--- src/rtl/axi_arb_pkg.sv ---
// Shared types for the two-master AXI4-Lite arbiter.
// State encoding and owner identity used by the FSM and picker.
package axi_arb_pkg;

  typedef enum logic [2:0] {
    IDLE,
    RD_A,
    RD_D,
    WR_A,
    WR_B
  } arb_state_t;

  typedef enum logic {
    M0 = 1'b0,
    M1 = 1'b1
  } arb_owner_t;

endpackage

--- src/rtl/axi_lite_if.sv ---
// AXI4-Lite bundle: 32-bit addr/data, 4-bit write mask, 2-bit resp.
// master drives requests; slave drives readies and responses.
interface axi_lite_if;
  logic        awvalid;
  logic        awready;
  logic [31:0] awaddr;
  logic        wvalid;
  logic        wready;
  logic [31:0] wdata;
  logic [3:0]  wmask;
  logic        bvalid;
  logic        bready;
  logic [1:0]  bresp;
  logic        arvalid;
  logic        arready;
  logic [31:0] araddr;
  logic        rvalid;
  logic        rready;
  logic [31:0] rdata;
  logic [1:0]  rresp;

  modport master (
    output awvalid, awaddr, wvalid, wdata, wmask,
    output bready, arvalid, araddr, rready,
    input  awready, wready, bvalid, bresp,
    input  arready, rvalid, rdata, rresp
  );

  modport slave (
    input  awvalid, awaddr, wvalid, wdata, wmask,
    input  bready, arvalid, araddr, rready,
    output awready, wready, bvalid, bresp,
    output arready, rvalid, rdata, rresp
  );
endinterface

--- src/rtl/axi_lite_arbiter_pick.sv ---
// Winner selection for the arbiter; round-robin when
// AXI_ARB_RR_EN is defined, otherwise fixed priority to m1.
module arb_pick
  import axi_arb_pkg::*;
(
  input  logic       wreq0,
  input  logic       rreq0,
  input  logic       wreq1,
  input  logic       rreq1,
`ifdef AXI_ARB_RR_EN
  input  arb_owner_t last_grant,
`endif
  output arb_owner_t winner,
  output logic       is_write
);

  logic req0;
  logic req1;

  assign req0 = wreq0 | rreq0;
  assign req1 = wreq1 | rreq1;

`ifdef AXI_ARB_RR_EN
  always_comb begin
    winner = req1 ? M1 : M0;
    if (req0 && req1)
      winner = (last_grant == M0) ? M1 : M0;
  end
`else
  assign winner = req1 ? M1 : M0;
`endif

  // A master's write outranks its own read.
  assign is_write = (winner == M1) ? wreq1 : wreq0;

endmodule

--- src/rtl/axi_lite_arbiter.sv ---
// Two-master to one-slave AXI4-Lite arbiter, one transaction in flight.
// Build option: AXI_ARB_RR_EN selects round-robin over fixed priority.
module axi_lite_arbiter
  import axi_arb_pkg::*;
(
  input logic       clk,
  input logic       reset,
  axi_lite_if.slave  m0,
  axi_lite_if.slave  m1,
  axi_lite_if.master s
);

  arb_state_t state;
  arb_owner_t owner;
  arb_owner_t win;
  logic       win_wr;
  logic       aw_done;
  logic       w_done;
  logic       any_req;
  logic       sel;
  logic       in_ra, in_rd, in_wa, in_wb;
  logic       o_awvalid, o_wvalid, o_bready;
  logic       o_arvalid, o_rready;
  logic       aw_hs, w_hs;

`ifdef AXI_ARB_RR_EN
  arb_owner_t last_grant;
`endif

  assign any_req = m0.awvalid | m0.arvalid
                 | m1.awvalid | m1.arvalid;

  arb_pick u_pick (
    .wreq0      (m0.awvalid),
    .rreq0      (m0.arvalid),
    .wreq1      (m1.awvalid),
    .rreq1      (m1.arvalid),
`ifdef AXI_ARB_RR_EN
    .last_grant (last_grant),
`endif
    .winner     (win),
    .is_write   (win_wr)
  );

  assign sel   = (owner == M1);
  assign in_ra = (state == RD_A);
  assign in_rd = (state == RD_D);
  assign in_wa = (state == WR_A);
  assign in_wb = (state == WR_B);

  assign o_awvalid = sel ? m1.awvalid : m0.awvalid;
  assign o_wvalid  = sel ? m1.wvalid  : m0.wvalid;
  assign o_bready  = sel ? m1.bready  : m0.bready;
  assign o_arvalid = sel ? m1.arvalid : m0.arvalid;
  assign o_rready  = sel ? m1.rready  : m0.rready;

  assign s.awvalid = in_wa && o_awvalid && !aw_done;
  assign s.awaddr  = sel ? m1.awaddr : m0.awaddr;
  assign s.wvalid  = in_wa && o_wvalid && !w_done;
  assign s.wdata   = sel ? m1.wdata : m0.wdata;
  assign s.wmask   = sel ? m1.wmask : m0.wmask;
  assign s.bready  = in_wb && o_bready;
  assign s.arvalid = in_ra && o_arvalid;
  assign s.araddr  = sel ? m1.araddr : m0.araddr;
  assign s.rready  = in_rd && o_rready;

  assign aw_hs = s.awvalid && s.awready;
  assign w_hs  = s.wvalid && s.wready;

  assign m0.awready = in_wa && !sel && !aw_done && s.awready;
  assign m0.wready  = in_wa && !sel && !w_done && s.wready;
  assign m0.bvalid  = in_wb && !sel && s.bvalid;
  assign m0.bresp   = s.bresp;
  assign m0.arready = in_ra && !sel && s.arready;
  assign m0.rvalid  = in_rd && !sel && s.rvalid;
  assign m0.rdata   = s.rdata;
  assign m0.rresp   = s.rresp;

  assign m1.awready = in_wa && sel && !aw_done && s.awready;
  assign m1.wready  = in_wa && sel && !w_done && s.wready;
  assign m1.bvalid  = in_wb && sel && s.bvalid;
  assign m1.bresp   = s.bresp;
  assign m1.arready = in_ra && sel && s.arready;
  assign m1.rvalid  = in_rd && sel && s.rvalid;
  assign m1.rdata   = s.rdata;
  assign m1.rresp   = s.rresp;

  always_ff @(posedge clk or negedge reset) begin
    if (!reset) begin
      state   <= IDLE;
      owner   <= M0;
      aw_done <= 1'b0;
      w_done  <= 1'b0;
    end else begin
      unique case (state)
        IDLE: begin
          aw_done <= 1'b0;
          w_done  <= 1'b0;
          if (any_req) begin
            owner <= win;
            state <= win_wr ? WR_A : RD_A;
          end
        end
        RD_A: if (s.arvalid && s.arready) state <= RD_D;
        RD_D: if (s.rvalid && o_rready) state <= IDLE;
        WR_A: begin
          if (aw_hs) aw_done <= 1'b1;
          if (w_hs)  w_done  <= 1'b1;
          // AW and W may finish in either order or together.
          if ((aw_done || aw_hs) && (w_done || w_hs))
            state <= WR_B;
        end
        WR_B: if (s.bvalid && o_bready) state <= IDLE;
        default: state <= IDLE;
      endcase
    end
  end

`ifdef AXI_ARB_RR_EN
  always_ff @(posedge clk or negedge reset) begin
    if (!reset)
      last_grant <= M1;
    else if (state == IDLE && any_req)
      last_grant <= win;
  end
`endif

endmodule

--- src/flat_wrapper.sv ---
// flat-port wrapper written by rule: the top's interface ports become plain ports
module axi_lite_arbiter_flat import axi_arb_pkg::*;
  (clk, reset, m0_awvalid, m0_awaddr, m0_wvalid, m0_wdata, m0_wmask, m0_bready, m0_arvalid, m0_araddr, m0_rready, m0_awready, m0_wready, m0_bvalid, m0_bresp, m0_arready, m0_rvalid, m0_rdata, m0_rresp, m1_awvalid, m1_awaddr, m1_wvalid, m1_wdata, m1_wmask, m1_bready, m1_arvalid, m1_araddr, m1_rready, m1_awready, m1_wready, m1_bvalid, m1_bresp, m1_arready, m1_rvalid, m1_rdata, m1_rresp, s_awvalid, s_awaddr, s_wvalid, s_wdata, s_wmask, s_bready, s_arvalid, s_araddr, s_rready, s_awready, s_wready, s_bvalid, s_bresp, s_arready, s_rvalid, s_rdata, s_rresp);
  axi_lite_if m0_i ();
  axi_lite_if m1_i ();
  axi_lite_if s_i ();
  input logic clk;
  input logic reset;
  input wire logic [$bits(m0_i.awvalid)-1:0] m0_awvalid;
  input wire logic [$bits(m0_i.awaddr)-1:0] m0_awaddr;
  input wire logic [$bits(m0_i.wvalid)-1:0] m0_wvalid;
  input wire logic [$bits(m0_i.wdata)-1:0] m0_wdata;
  input wire logic [$bits(m0_i.wmask)-1:0] m0_wmask;
  input wire logic [$bits(m0_i.bready)-1:0] m0_bready;
  input wire logic [$bits(m0_i.arvalid)-1:0] m0_arvalid;
  input wire logic [$bits(m0_i.araddr)-1:0] m0_araddr;
  input wire logic [$bits(m0_i.rready)-1:0] m0_rready;
  output wire logic [$bits(m0_i.awready)-1:0] m0_awready;
  output wire logic [$bits(m0_i.wready)-1:0] m0_wready;
  output wire logic [$bits(m0_i.bvalid)-1:0] m0_bvalid;
  output wire logic [$bits(m0_i.bresp)-1:0] m0_bresp;
  output wire logic [$bits(m0_i.arready)-1:0] m0_arready;
  output wire logic [$bits(m0_i.rvalid)-1:0] m0_rvalid;
  output wire logic [$bits(m0_i.rdata)-1:0] m0_rdata;
  output wire logic [$bits(m0_i.rresp)-1:0] m0_rresp;
  input wire logic [$bits(m1_i.awvalid)-1:0] m1_awvalid;
  input wire logic [$bits(m1_i.awaddr)-1:0] m1_awaddr;
  input wire logic [$bits(m1_i.wvalid)-1:0] m1_wvalid;
  input wire logic [$bits(m1_i.wdata)-1:0] m1_wdata;
  input wire logic [$bits(m1_i.wmask)-1:0] m1_wmask;
  input wire logic [$bits(m1_i.bready)-1:0] m1_bready;
  input wire logic [$bits(m1_i.arvalid)-1:0] m1_arvalid;
  input wire logic [$bits(m1_i.araddr)-1:0] m1_araddr;
  input wire logic [$bits(m1_i.rready)-1:0] m1_rready;
  output wire logic [$bits(m1_i.awready)-1:0] m1_awready;
  output wire logic [$bits(m1_i.wready)-1:0] m1_wready;
  output wire logic [$bits(m1_i.bvalid)-1:0] m1_bvalid;
  output wire logic [$bits(m1_i.bresp)-1:0] m1_bresp;
  output wire logic [$bits(m1_i.arready)-1:0] m1_arready;
  output wire logic [$bits(m1_i.rvalid)-1:0] m1_rvalid;
  output wire logic [$bits(m1_i.rdata)-1:0] m1_rdata;
  output wire logic [$bits(m1_i.rresp)-1:0] m1_rresp;
  output wire logic [$bits(s_i.awvalid)-1:0] s_awvalid;
  output wire logic [$bits(s_i.awaddr)-1:0] s_awaddr;
  output wire logic [$bits(s_i.wvalid)-1:0] s_wvalid;
  output wire logic [$bits(s_i.wdata)-1:0] s_wdata;
  output wire logic [$bits(s_i.wmask)-1:0] s_wmask;
  output wire logic [$bits(s_i.bready)-1:0] s_bready;
  output wire logic [$bits(s_i.arvalid)-1:0] s_arvalid;
  output wire logic [$bits(s_i.araddr)-1:0] s_araddr;
  output wire logic [$bits(s_i.rready)-1:0] s_rready;
  input wire logic [$bits(s_i.awready)-1:0] s_awready;
  input wire logic [$bits(s_i.wready)-1:0] s_wready;
  input wire logic [$bits(s_i.bvalid)-1:0] s_bvalid;
  input wire logic [$bits(s_i.bresp)-1:0] s_bresp;
  input wire logic [$bits(s_i.arready)-1:0] s_arready;
  input wire logic [$bits(s_i.rvalid)-1:0] s_rvalid;
  input wire logic [$bits(s_i.rdata)-1:0] s_rdata;
  input wire logic [$bits(s_i.rresp)-1:0] s_rresp;
  assign m0_i.awvalid = m0_awvalid;
  assign m0_i.awaddr = m0_awaddr;
  assign m0_i.wvalid = m0_wvalid;
  assign m0_i.wdata = m0_wdata;
  assign m0_i.wmask = m0_wmask;
  assign m0_i.bready = m0_bready;
  assign m0_i.arvalid = m0_arvalid;
  assign m0_i.araddr = m0_araddr;
  assign m0_i.rready = m0_rready;
  assign m0_awready = m0_i.awready;
  assign m0_wready = m0_i.wready;
  assign m0_bvalid = m0_i.bvalid;
  assign m0_bresp = m0_i.bresp;
  assign m0_arready = m0_i.arready;
  assign m0_rvalid = m0_i.rvalid;
  assign m0_rdata = m0_i.rdata;
  assign m0_rresp = m0_i.rresp;
  assign m1_i.awvalid = m1_awvalid;
  assign m1_i.awaddr = m1_awaddr;
  assign m1_i.wvalid = m1_wvalid;
  assign m1_i.wdata = m1_wdata;
  assign m1_i.wmask = m1_wmask;
  assign m1_i.bready = m1_bready;
  assign m1_i.arvalid = m1_arvalid;
  assign m1_i.araddr = m1_araddr;
  assign m1_i.rready = m1_rready;
  assign m1_awready = m1_i.awready;
  assign m1_wready = m1_i.wready;
  assign m1_bvalid = m1_i.bvalid;
  assign m1_bresp = m1_i.bresp;
  assign m1_arready = m1_i.arready;
  assign m1_rvalid = m1_i.rvalid;
  assign m1_rdata = m1_i.rdata;
  assign m1_rresp = m1_i.rresp;
  assign s_awvalid = s_i.awvalid;
  assign s_awaddr = s_i.awaddr;
  assign s_wvalid = s_i.wvalid;
  assign s_wdata = s_i.wdata;
  assign s_wmask = s_i.wmask;
  assign s_bready = s_i.bready;
  assign s_arvalid = s_i.arvalid;
  assign s_araddr = s_i.araddr;
  assign s_rready = s_i.rready;
  assign s_i.awready = s_awready;
  assign s_i.wready = s_wready;
  assign s_i.bvalid = s_bvalid;
  assign s_i.bresp = s_bresp;
  assign s_i.arready = s_arready;
  assign s_i.rvalid = s_rvalid;
  assign s_i.rdata = s_rdata;
  assign s_i.rresp = s_rresp;
  axi_lite_arbiter u_core (.clk(clk), .reset(reset), .m0(m0_i), .m1(m1_i), .s(s_i));
endmodule
--- config.mk ---
export PLATFORM = sky130hd
export DESIGN_NAME = axi_lite_arbiter_flat
export DESIGN_NICKNAME = d
export VERILOG_FILES = /design/src/rtl/axi_arb_pkg.sv /design/src/rtl/axi_lite_if.sv /design/src/rtl/axi_lite_arbiter_pick.sv /design/src/rtl/axi_lite_arbiter.sv /design/src/flat_wrapper.sv
export SDC_FILE = /design/constraint.sdc
export NUM_CORES = 1
export LEC_CHECK = 0
export BUFFER_PORTS_ARGS = -buffer_cell sky130_fd_sc_hd__buf_4
export CAP_MARGIN = 20
export CORE_AREA = 2 2 173 175
export DETAILED_ROUTE_END_ITERATION = 16
export DIE_AREA = 0 0 175 177
export PLACE_DENSITY_LB_ADDON = 0.05
export SYNTH_ARGS = -nofsm -noshare
export SYNTH_HDL_FRONTEND = slang
export SYNTH_HIERARCHICAL = 1
export SYNTH_SLANG_ARGS = --single-unit
--- constraint.sdc ---
create_clock -name clk -period 1.4 [get_ports clk]
set_input_delay 0.28 -clock clk [delete_from_list [all_inputs] [get_ports clk]]
set_output_delay 0.28 -clock clk [all_outputs]
set_load 0.1 [all_outputs]
* Word-level counts from Yosys, hierarchy flattened
Cells that the tools add are included.
Word-level totals: register bits 6
Cells by class: bitwise gates (word level) 4, reductions and logical operators 46, multiplexer cells 22, equal/unequal tests 11
Operators with widths (number):
- 2-to-1 mux 32 bit | 3
- logical AND 1 bit | 35
- 2-to-1 mux 3 bit | 5
- case mux 3 bit (5 select lines) | 1
- != test 2 bit, second input constant | 6
- 2-to-1 mux 1 bit | 9
- == test 3 x 2 -> 1 bit, second input constant | 2
- AND reduction 2 bit | 3
- AND reduction 5 bit | 1
- 2-to-1 mux 4 bit | 1
- OR 1 bit | 4
- case mux 1 bit (2 select lines) | 2
- == test 3 x 1 -> 1 bit, second input constant | 1
- == test 3 bit, second input constant | 1
- zero test 1 bit | 3
- zero test 3 bit | 1
- logical OR 1 bit | 2
- 2-to-1 mux 2 bit | 1
- != test 2 x 1 -> 1 bit, second input constant | 1
- nonzero test 2 bit | 1

* Longest topological paths before layout
Gate-level depths: netlist of run 1.
depth after elaboration 8, depth in mapped cells 6, depth with buffers taken out 6

* Modules after synthesis
The synthesis of run 1 kept the hierarchy.
By module, submodules not included:
- axi_lite_arbiter | seq. area each 150.1 um^2, times used 1, cells an instance 252, area an instance 2232.1 um^2
- arb_pick | seq. area each 0.0 um^2, times used 1, cells an instance 3, area an instance 17.5 um^2

* Least setup slack after synthesis of run 1
No wires, ideal clock.
path kind register to output, start register u_core.owner, end output m0_bvalid, cell stages (with the launch flop) 5, path slack -2.701 ns, data arrival time 3.821 ns, path through dfrtp_1 -> buf_6 -> buf_2 -> buf_2 -> nor4_1
Between the ends: longest elaborated chain between the ends 3
Ends and longest elaborated chain:
- start, declared | RTL line axi_lite_arbiter.sv:14 | arb_owner_t owner;
- start signal, assigned | RTL line axi_lite_arbiter.sv:100 | owner <= win;
- zero test 1 bit | RTL line axi_lite_arbiter.sv:72 | assign m0.bvalid = in_wb && !sel && s.bvalid;
- logical AND 1 bit (2 in series) | RTL line axi_lite_arbiter.sv:72
- end, declared | RTL line flat_wrapper.sv:20 | output wire logic [$bits(m0_i.bvalid)-1:0] m0_bvalid;
Every way passes these cells.

* Worst setup path in the final report of run 1
start register u_core.owner, end output s_araddr[9]
Between the ends: longest elaborated chain between the ends 1
Ends and longest elaborated chain:
- 2-to-1 mux 32 bit | RTL line axi_lite_arbiter.sv:64 | assign s.araddr = sel ? m1.araddr : m0.araddr;
- end, declared | RTL line flat_wrapper.sv:50 | output wire logic [$bits(s_i.araddr)-1:0] s_araddr;
Every way passes these cells.

==> results of run 1 <==
[metrics by stage]
step	TNS [ns]	area (sq um)	hold slack (ns)	setup WS, ns
after floorplan	-21.32	2770	-0.0156	-0.653
after global placement	-28.80	5480	0.101	-0.342
after detailed placement	-29.66	5480	0.101	-0.313
after CTS	-51.56	6990	0.396	-0.498
after global routing	-54.80	7080	0.436	-0.518
final	-49.91	7080	0.404	-0.477
[layer usage]
layer | wire length [um] | share of wire, % | GRT usage [%] | vias to the layer above
met4 | 162 | 1.1 | 1.56 | 0
met5 | 0 | 0 | 0 | -
li1 | - | - | - | 1406
met2 | 7480 | 52 | 15.2 | 223
met1 | 5010 | 35 | 9.03 | 1389
met3 | 1670 | 12 | 3.63 | 12
[synth_stat cells (all sizes together)]
| library cell | instances | area [sq um] |
|---|---|---|
| nand2 | 7 | 26.3 |
| or2 | 1 | 6.26 |
| nand3b | 1 | 7.51 |
| a2111o | 1 | 11.3 |
| nor2 | 14 | 52.6 |
| and2 | 2 | 12.5 |
| o22ai | 1 | 6.26 |
| o31a | 1 | 8.76 |
| nor2b | 1 | 6.26 |
| nor3 | 1 | 5.00 |
| a22o | 1 | 8.76 |
| a31oi | 2 | 12.5 |
| nand2b | 2 | 12.5 |
| and3 | 1 | 6.26 |
| a21o | 1 | 7.51 |
| mux2 | 103 | 1160 |
| buf | 86 | 617 |
| a21boi | 1 | 7.51 |
| nor4 | 4 | 25.0 |
| mux2i | 2 | 20.0 |
| clkbuf | 1 | 3.75 |
| a211o | 1 | 8.76 |
| dfrtp | 6 | 150 |
| a221oi | 1 | 8.76 |
| inv | 5 | 18.8 |
| o21ai | 6 | 30.0 |
| nand3 | 2 | 10.0 |
[final cells by class]
| cell class | instances | area share, % |
|---|---|---|
| Clock buffer | 4 | 1.11 |
| Timing Repair Buffer | 375 | 60.7 |
| Inverter | 5 | 0.336 |
| Sequential cell | 6 | 2.17 |
| Tap cell | 390 | 6.89 |
| Multi-Input combinational cell | 157 | 28.8 |
[kinds of logic (layout without fill, tap and decap cells)]
kind of cell	Yosys count	in the layout	share of synthesized area, %
buf+inv	92	384	28.4
flops	6	6	6.67
simple gates	36	36	7.56
mux	105	105	52.4
compound gates	16	16	4.89
[path summary, 6_finish.rpt]
| kind | startpoint | end | cells after the start |
|---|---|---|---|
| max in group asynchronous | reset | u_core/owner$_DFFE_PN0P_ | 2 |
| hold reg to reg | u_core/w_done$_DFFE_PN0P_ | u_core/w_done$_DFFE_PN0P_ | 2 |
| setup reg to reg | u_core/owner$_DFFE_PN0P_ | u_core/state[1]$_DFFE_PN0P_ | 5 |
| min in group clk | s_awready | u_core/aw_done$_DFFE_PN0P_ | 3 |
| setup / recovery | u_core/owner$_DFFE_PN0P_ | s_araddr[9] | 4 |
| hold / removal | reset | u_core/owner$_DFFE_PN0P_ | 2 |
[worst register-to-register path, stage by stage, from the launching register on]
cell,delay (ns)
dfrtp_4,0.51
buf_12,0.17
mux2i_2,0.19
nand2b_4,0.16
a2111o_1,0.40
o21ai_0,0.08
[power breakdown]
part,total (W),switching [W],internal [W]
registers,0.000358,0.0000943,0.000264
logic,0.0174,0.0103,0.00705
clock network,0.000472,0.0000942,0.000378
[what timing repair did]
| action | 4_1_cts | 5_1_grt |
|---|---|---|
| setup endpoints to repair | 120 | 120 |
| pin swaps | 5 | 8 |
| hold buffers | 1 | 0 |
| setup buffers | 4 | 3 |
| resized for setup | 332 | 15 |
| hold endpoints to repair | 6 | 0 |
[flip-flops by register name, summed over array words and instances, names as in the netlist]
register and cells:
u_core/state 3, u_core/w_done 1, u_core/owner 1, u_core/aw_done 1
==> impl_results.md, run 1 <==
* Core ar. at 29200 sq um
* RSZ-0062 raised after global routing: true
* # IOs at 440
* Pin count of the biggest net entering global routing at 20
* Status: finished with violations
* Max-cap violations at 0
* Post-route ant nets at 0
* Violated checks: negative setup slack
* Area of the multi-input gates at 2040 sq um
* Vias in the first global route at 3347
* Drt via density at 3.23
* Max-slew violations at 0
* Clk_lat worst skew at 0.23 ns
* Leakage at 3.42 nW
* Cell Pwr Density at 2570 nW/um^2
* Final cell count without fillers at 937
* DR vias at 3030
* Maximum clock path buffer count at 2
* Post-DR wirelength/cell at 15.3 um
* Routed wire length at 14300 um
* Port bufs at 331
* CTS H-tree depth at 1
* Slew @ Worst Pin at 0.345 ns
* Reg2reg setup slack at -0.19 ns
* # nets final at 801
* CP Class: reg -> out
* Commonest non-fill, non-tap cell in the layout: buf_4
* Total CTS buffers at 3
* Critical Path Fanout Max at 15
* Final min period at 1.88 ns
* Die Area at 31000 sq um
* Register area at 154 sq um
* Synthesized netlist cell count at 255
* # rows at 63
* Hpwl dp at 12700 um
* TritonCTS clock tree: built
* Hold Crit Class: in -> async
* Final setup violation count at 118
* Syn Area/Cell at 8.82 sq um
* Starting Density at 7.69%
* CTS sink cnt at 6
* Crit. End Element: primary output
* Distinct cells, synth at 29
* Antenna Cells at 0
* Crit path cell chain: buf_12 -> buf_12 -> mux2_4 -> buf_12
* Worst path required time at 1.12 ns
* GPL Wtd Cong at 0.770
* Utilization after layout at 24.2%
* Largest stage delay, worst path at 0.51 ns
* Setup Skew at 0.00299 ns
* Syn nets at 508
* Period utilization at 134%
* Root Buffer: clkbuf_16
* Inst Count DP at 925
* # fillers at 3132
* Die H at 177 um
* F_max at 0.533 GHz
* Iteration-0 DRC Markers at 29
* DRC at 0
* Total GRT Usage at 8.36%
* IR drop worst, VDD at 0.935 mV
* Max_slew headroom at 76.8%
* Area grow syn2layout at 215%
* Die Width at 175 um
* Worst-path clk slew at 0.04 ns
* Initial antenna violation count at 0
* Share of layout cells above drive strength 1 at 94.5%
* CP max-delay cell: dfrtp_4
* Setup ws final at -0.477 ns
* Leading cell types in the layout, fill and taps excluded: 245 x buf_4, 113 x buf_12, 91 x mux2_4
* Critical path data arrival time at 1.60 ns
* Hold Vio Cnt, Final at 0
* Mapped cell area at 2250 sq um
* Synth Warn # at 6
* Gr ovfl total at 0
* Register bit total from synthesis at 6
* CP dominant cell by count: buf_12
* First-pass GRT wire length at 20300 um
* Critical path's top delay family: flip-flops
* CP startpoint kind: register
* Buf/Inv on CP at 3
* Seq/Total Area, Yosys at 6.67%
* Final Power at 0.0182 W
* DR pass1 iterations at 4
(Power assumes the default switching activity.)
==> run 2, diff against run 1 <==
--- a/config.mk
+++ b/config.mk
@@ -10,7 +10,6 @@
 export CORE_AREA = 2 2 173 175
 export DETAILED_ROUTE_END_ITERATION = 16
 export DIE_AREA = 0 0 175 177
-export PLACE_DENSITY_LB_ADDON = 0.05
 export SYNTH_ARGS = -nofsm -noshare
 export SYNTH_HDL_FRONTEND = slang
 export SYNTH_HIERARCHICAL = 1
==> impl_results.md, run 2 (synthesis gave the netlist of run 1 again) <==
* Share of layout cells above drive strength 1 at 94.5% (unchanged)
* Gr ovfl total at 0 (unchanged)
* Worst-path clk slew at 0.04 ns (about the same)
* RR Startpoint: u_core/owner$_DFFE_PN0P_ (unchanged)
* # IOs at 440 (unchanged)
* Antenna Cells at 0 (unchanged)
* GPL Wtd Cong at 0.751 (was 0.770)
* Root Buffer: clkbuf_16 (unchanged)
* WHS Path Cells at 3
* Die Width at 175 um (unchanged)
* Die H at 177 um (unchanged)
* DR pass1 iterations at 4 (unchanged)
* CTS sink cnt at 6 (unchanged)
* Most flops, register: u_core/state (unchanged)
* Critical Path Fanout Max at 20 (was 15)
* TNS Setup at -49.88 ns (was -49.91 ns)
* Max reg flops at 3 (unchanged)
* Final Power at 0.0183 W (was 0.0182 W)
* Max_slew headroom at 63.2% (was 76.8%)
* # rows at 63 (unchanged)
* Post-route ant nets at 0 (unchanged)
* DR vias at 3048 (was 3030)
* Drt via density at 3.25 (was 3.23)
* Routed wire length at 14400 um (was 14300 um)
* Clk_lat worst skew at 0.23 ns (about the same)
* Reg2reg setup slack at -0.27 ns (was -0.19 ns)
* Hold Crit Class: in -> reg (was in -> async)
* Iteration-0 DRC Markers at 61 (was 29)
* Final setup violation count at 119 (was 118)
* CP startpoint kind: register (unchanged)
* Inst Count DP at 921 (was 925)
* Worst path required time at 1.12 ns (about the same)
* Hold Vio Cnt, Final at 0 (unchanged)
* Total CTS buffers at 3 (unchanged)
* Max-cap violations at 0 (unchanged)
* DRC at 0 (unchanged)
* # nets final at 801 (unchanged)
* RR Endpoint: u_core/state[0]$_DFFE_PN0P_ (was u_core/state[1]$_DFFE_PN0P_)
* Maximum clock path buffer count at 2 (unchanged)
* Worst reg2reg path depth at 6 (was 5)
* IR drop worst, VDD at 1.17 mV (was 0.935 mV)
* RSZ-0062 raised after global routing: true (unchanged)
* WHS Endpoint: u_core/state[2]$_DFFE_PN0P_
* F_max at 0.532 GHz (was 0.533 GHz)
* Violated checks: negative setup slack (unchanged)
* Die Area at 31000 sq um (unchanged)
* Utilization after layout at 24.2% (unchanged)
* Crit. End Element: primary output (unchanged)
* Starting Density at 7.69% (unchanged)
* Cell Pwr Density at 2580 nW/um^2 (was 2570 nW/um^2)
* Leading cell types in the layout, fill and taps excluded: 241 x buf_4, 106 x buf_12, 92 x mux2_4 (was 245 x buf_4, 113 x buf_12, 91 x mux2_4)
* CP Class: reg -> out (unchanged)
* Vias in the first global route at 3182 (was 3347)
* Final cell count without fillers at 937 (unchanged)
* First-pass GRT wire length at 19500 um (was 20300 um)
* Area grow syn2layout at 215% (unchanged)
* Status: finished with violations (unchanged)
* Hpwl dp at 11200 um (was 12700 um)
* Initial antenna violation count at 1 (was 0)
* Commonest non-fill, non-tap cell in the layout: buf_4 (unchanged)
* Core ar. at 29200 sq um (unchanged)
* Setup Skew at 0.00499 ns (was 0.00299 ns)
* Total GRT Usage at 8.21% (was 8.36%)
* Post-DR wirelength/cell at 15.4 um (was 15.3 um)
* CTS H-tree depth at 1 (unchanged)
* # fillers at 3053 (was 3132)
* Pin count of the biggest net entering global routing at 26 (was 20)
* TritonCTS clock tree: built (unchanged)
* Min-delay src: s_bvalid
* Critical path data arrival time at 1.60 ns (about the same)
* Register area at 154 sq um (unchanged)
* Slew @ Worst Pin at 0.546 ns (was 0.345 ns)
* Port bufs at 331 (unchanged)
* Area of the multi-input gates at 2050 sq um (was 2040 sq um)
* Setup ws final at -0.481 ns (was -0.477 ns)
* Leakage at 3.42 nW (about the same)
* Max-slew violations at 0 (unchanged)
* Period utilization at 134% (about the same)
* Final min period at 1.88 ns (about the same)
run 2: metal layers:
metal | global-route usage (%) | vias to the layer above | wire length (um)
met1 | 9.97 | 1380 | 5580
met2 | 13.7 | 249 | 7250
li1 | - | 1411 | -
met5 | 0 | - | 0
met3 | 3.29 | 8 | 1500
met4 | 1.70 | 0 | 107
run 2: per-stage QoR:
| stage | worst slack (ns) | instance area, sq um | hold WS [ns] |
|---|---|---|---|
| after floorplan | -0.653 | 2770 | -0.0156 |
| after global placement | -0.273 | 5390 | 0.0984 |
| after detailed placement | -0.282 | 5390 | 0.102 |
| after CTS | -0.477 | 6830 | 0.375 |
| after global routing | -0.510 | 7080 | 0.401 |
| final | -0.481 | 7080 | 0.373 |
run 2: report_power, final:
group | switching, W | internal (W) | leakage (nW)
sequential | 0.0000985 | 0.000263 | 0.0739
combinational | 0.0104 | 0.00702 | 3.31
clock | 0.000110 | 0.000379 | 0.0382
total | 0.0106 | 0.00766 | 3.42
run 2: timing repair:
action                                  4_1_cts  5_1_grt
setup buffers                                 6        4
endpoints found under the hold margin         6        0
hold buffers                                  1        0
endpoints found under the setup margin      120      121
pin swaps                                     7        5
gates resized for setup                     318       43
gates cloned                                  0        2
run 2: how the worst max path moves through the flow:
| stage | from | end | slack (ns) | cells past startpoint |
|---|---|---|---|---|
| floorplan | u_core/owner$_DFFE_PN0P_ | m0_bvalid | -0.65 | 4 |
| global placement | u_core/owner$_DFFE_PN0P_ | s_araddr[3] | -0.27 | 4 |
| detailed placement | u_core/owner$_DFFE_PN0P_ | s_araddr[3] | -0.28 | 4 |
| CTS | u_core/owner$_DFFE_PN0P_ | s_wdata[4] | -0.48 | 4 |
| global route | u_core/owner$_DFFE_PN0P_ | s_awaddr[7] | -0.51 | 4 |
| finish | u_core/owner$_DFFE_PN0P_ | s_awaddr[8] | -0.48 | 4 |
run 2: final cells by class:
cell class,instances,area share [%]
Timing Repair Buffer,375,60.4
Multi-Input combinational cell,157,29.0
Tap cell,390,6.89
Sequential cell,6,2.17
Clock buffer,4,1.11
Inverter,5,0.371
run 2: critical path, stage by stage (launching register included):
cell and delay (ns):
dfrtp_4 0.49, buf_12 0.16, buf_12 0.18, mux2_4 0.33, buf_12 0.17
==> run 3, diff against run 2 <==
--- a/config.mk
+++ b/config.mk
@@ -8,8 +8,10 @@
 export BUFFER_PORTS_ARGS = -buffer_cell sky130_fd_sc_hd__buf_4
 export CAP_MARGIN = 20
 export CORE_AREA = 2 2 173 175
+export CTS_BUF_LIST = sky130_fd_sc_hd__clkbuf_16
 export DETAILED_ROUTE_END_ITERATION = 16
 export DIE_AREA = 0 0 175 177
+export HOLD_SLACK_MARGIN = 0.03
 export SYNTH_ARGS = -nofsm -noshare
 export SYNTH_HDL_FRONTEND = slang
 export SYNTH_HIERARCHICAL = 1
==> impl_results.md, run 3 (synthesis gave the netlist of run 1 again) <==
* GR peak layer: met2 (unchanged)
* Most flops, register: u_core/state (unchanged)
* Drt via density at 3.25 (about the same)
* Utilization after layout at 24.2% (unchanged)
* Area grow syn2layout at 215% (unchanged)
* Setup ws final at -0.481 ns (about the same)
* Initial antenna violation count at 1 (unchanged)
* Critical path data arrival time at 1.60 ns (about the same)
* Crit. End Element: primary output (unchanged)
* TritonCTS clock tree: built (unchanged)
* Slew @ Worst Pin at 0.546 ns (unchanged)
* Crit. Startpoint: u_core/owner$_DFFE_PN0P_ (unchanged)
* Met1 usage at 9.97% (unchanged)
* Routed wire length at 14400 um (about the same)
* GPL Wtd Cong at 0.751 (unchanged)
* Max_slew headroom at 63.2% (unchanged)
* # rows at 63 (unchanged)
* Iteration-0 DRC Markers at 61 (unchanged)
* DR vias at 3049 (was 3048)
* Hpwl dp at 11200 um (unchanged)
* IR drop worst, VDD at 1.17 mV (unchanged)
* M3 GR Usage at 3.29% (unchanged)
* Setup crit end: s_awaddr[8] (unchanged)
* RR Endpoint: u_core/state[0]$_DFFE_PN0P_ (unchanged)
* Inst Count DP at 921 (unchanged)
* Antenna Cells at 0 (unchanged)
* # IOs at 440 (unchanged)
* Hold Crit Class: in -> reg (unchanged)
* Vias in the first global route at 3182 (unchanged)
* # fillers at 3053 (unchanged)
* Period utilization at 134% (about the same)
* Violated checks: negative setup slack (unchanged)
* Root Buffer: clkbuf_16 (unchanged)
* CTS H-tree depth at 1 (unchanged)
* Share of layout cells above drive strength 1 at 94.5% (unchanged)
* CTS sink cnt at 6 (unchanged)
* Final setup violation count at 119 (unchanged)
* DR pass1 iterations at 4 (unchanged)
* CP startpoint kind: register (unchanged)
* Clk_lat worst skew at 0.23 ns (about the same)
* Design area at 7080 sq um (unchanged)
* F_max at 0.531 GHz (was 0.532 GHz)
* Worst-path clk slew at 0.04 ns (about the same)
* Cell Pwr Density at 2580 nW/um^2 (about the same)
* Max-cap violations at 0 (unchanged)
* Maximum clock path buffer count at 2 (unchanged)
* First-pass GRT wire length at 19500 um (unchanged)
* Post-route ant nets at 0 (unchanged)
* Worst path required time at 1.12 ns (about the same)
* Total CTS buffers at 3 (unchanged)
* Max reg flops at 3 (unchanged)
* Core ar. at 29200 sq um (unchanged)
* # nets final at 801 (unchanged)
* Commonest non-fill, non-tap cell in the layout: buf_4 (unchanged)
* Final min period at 1.88 ns (about the same)
* Pin count of the biggest net entering global routing at 26 (unchanged)
* Status: finished with violations (unchanged)
* Max-slew violations at 0 (unchanged)
* Final cell count without fillers at 937 (unchanged)
* Starting Density at 7.69% (unchanged)
* Reg2reg setup slack at -0.27 ns (about the same)
* Worst reg2reg path depth at 6 (unchanged)
* Total GRT Usage at 8.21% (unchanged)
* CP Class: reg -> out (unchanged)
* Leakage at 3.43 nW (was 3.42 nW)
* Setup Skew at 0.00538 ns (was 0.00499 ns)
* Placed inst area at 5390 sq um (unchanged)
* DRC at 0 (unchanged)
* RR Startpoint: u_core/owner$_DFFE_PN0P_ (unchanged)
* Leading cell types in the layout, fill and taps excluded: 241 x buf_4, 106 x buf_12, 92 x mux2_4 (unchanged)
* Gr ovfl total at 0 (unchanged)
* Post-DR wirelength/cell at 15.4 um (about the same)
* RSZ-0062 raised after global routing: true (unchanged)
* Die Area at 31000 sq um (unchanged)
* Die H at 177 um (unchanged)
* Critical Path Fanout Max at 20 (unchanged)
* Port bufs at 331 (unchanged)
* Hold Vio Cnt, Final at 0 (unchanged)
* Die Width at 175 um (unchanged)
* GR Layer Usage met2 at 13.7% (unchanged)
==> run 3: changes by cell type in the layout (fill, tap and decap cells not counted) <==
cell	before	now
clkbuf_1	1	0
inv_1	2	3
==> run 3: critical path, stage by stage (launching register included) <==
cell     delay (ns)
dfrtp_4        0.49
buf_12         0.16
buf_12         0.18
mux2_4         0.33
buf_12         0.17
==> run 3: repair_timing <==
action	4_1_cts	5_1_grt
cloned	0	2
buffers inserted	6	4
endpoints found under the hold margin	6	0
setup endpoints to repair	120	121
hold buffers	1	0
pin swaps	7	5
gates resized for setup	318	43
==> run 3: final cells by class <==
cell class | instances | area, sq um | share of cell area, %
Timing Repair Buffer | 375 | 4280 | 60.4
Multi-Input combinational cell | 157 | 2050 | 29.0
Clock buffer | 3 | 75.1 | 1.06
Inverter | 5 | 26.3 | 0.371
Tap cell | 390 | 488 | 6.89
Clock inverter | 1 | 3.75 | 0.0530
Sequential cell | 6 | 154 | 2.17
==> run 3: worst min-delay path by stage <==
stage / startpoint / to / slack, ns / depth (start not counted)
after global routing: s_bvalid / u_core/state[2]$_DFFE_PN0P_ / 0.40 / 3
after global placement: reset / u_core/owner$_DFFE_PN0P_ / 0.1 / 1
final: s_bvalid / u_core/state[2]$_DFFE_PN0P_ / 0.37 / 3
after floorplan: reset / u_core/aw_done$_DFFE_PN0P_ / -0.02 / 0
after CTS: s_bvalid / u_core/state[2]$_DFFE_PN0P_ / 0.37 / 3
after detailed placement: reset / u_core/state[1]$_DFFE_PN0P_ / 0.10 / 1
==> run 3: routing by layer <==
metal  wire [um]  vias up
met5           0        -
met2        7250      249
li1            -     1411
met4         107        0
met1        5580     1381
met3        1500        8
==> run 3: report_power, final <==
| group | total [W] | switching (W) | internal [W] |
|---|---|---|---|
| registers | 0.000362 | 0.0000985 | 0.000263 |
| logic | 0.0174 | 0.0104 | 0.00702 |
| clock network | 0.000482 | 0.000110 | 0.000372 |
| total | 0.0183 | 0.0106 | 0.00766 |
==> run 3: through the flow <==
step	worst slack, ns	total power, W	hold WS [ns]	TNS, ns
after floorplan	-0.653	0.0123	-0.0156	-21.32
after global placement	-0.273	0.0142	0.0984	-26.94
after detailed placement	-0.282	0.0142	0.102	-27.42
after CTS	-0.477	0.0176	0.375	-50.52
after global routing	-0.510	0.0188	0.401	-54.03
final	-0.481	0.0183	0.372	-49.93
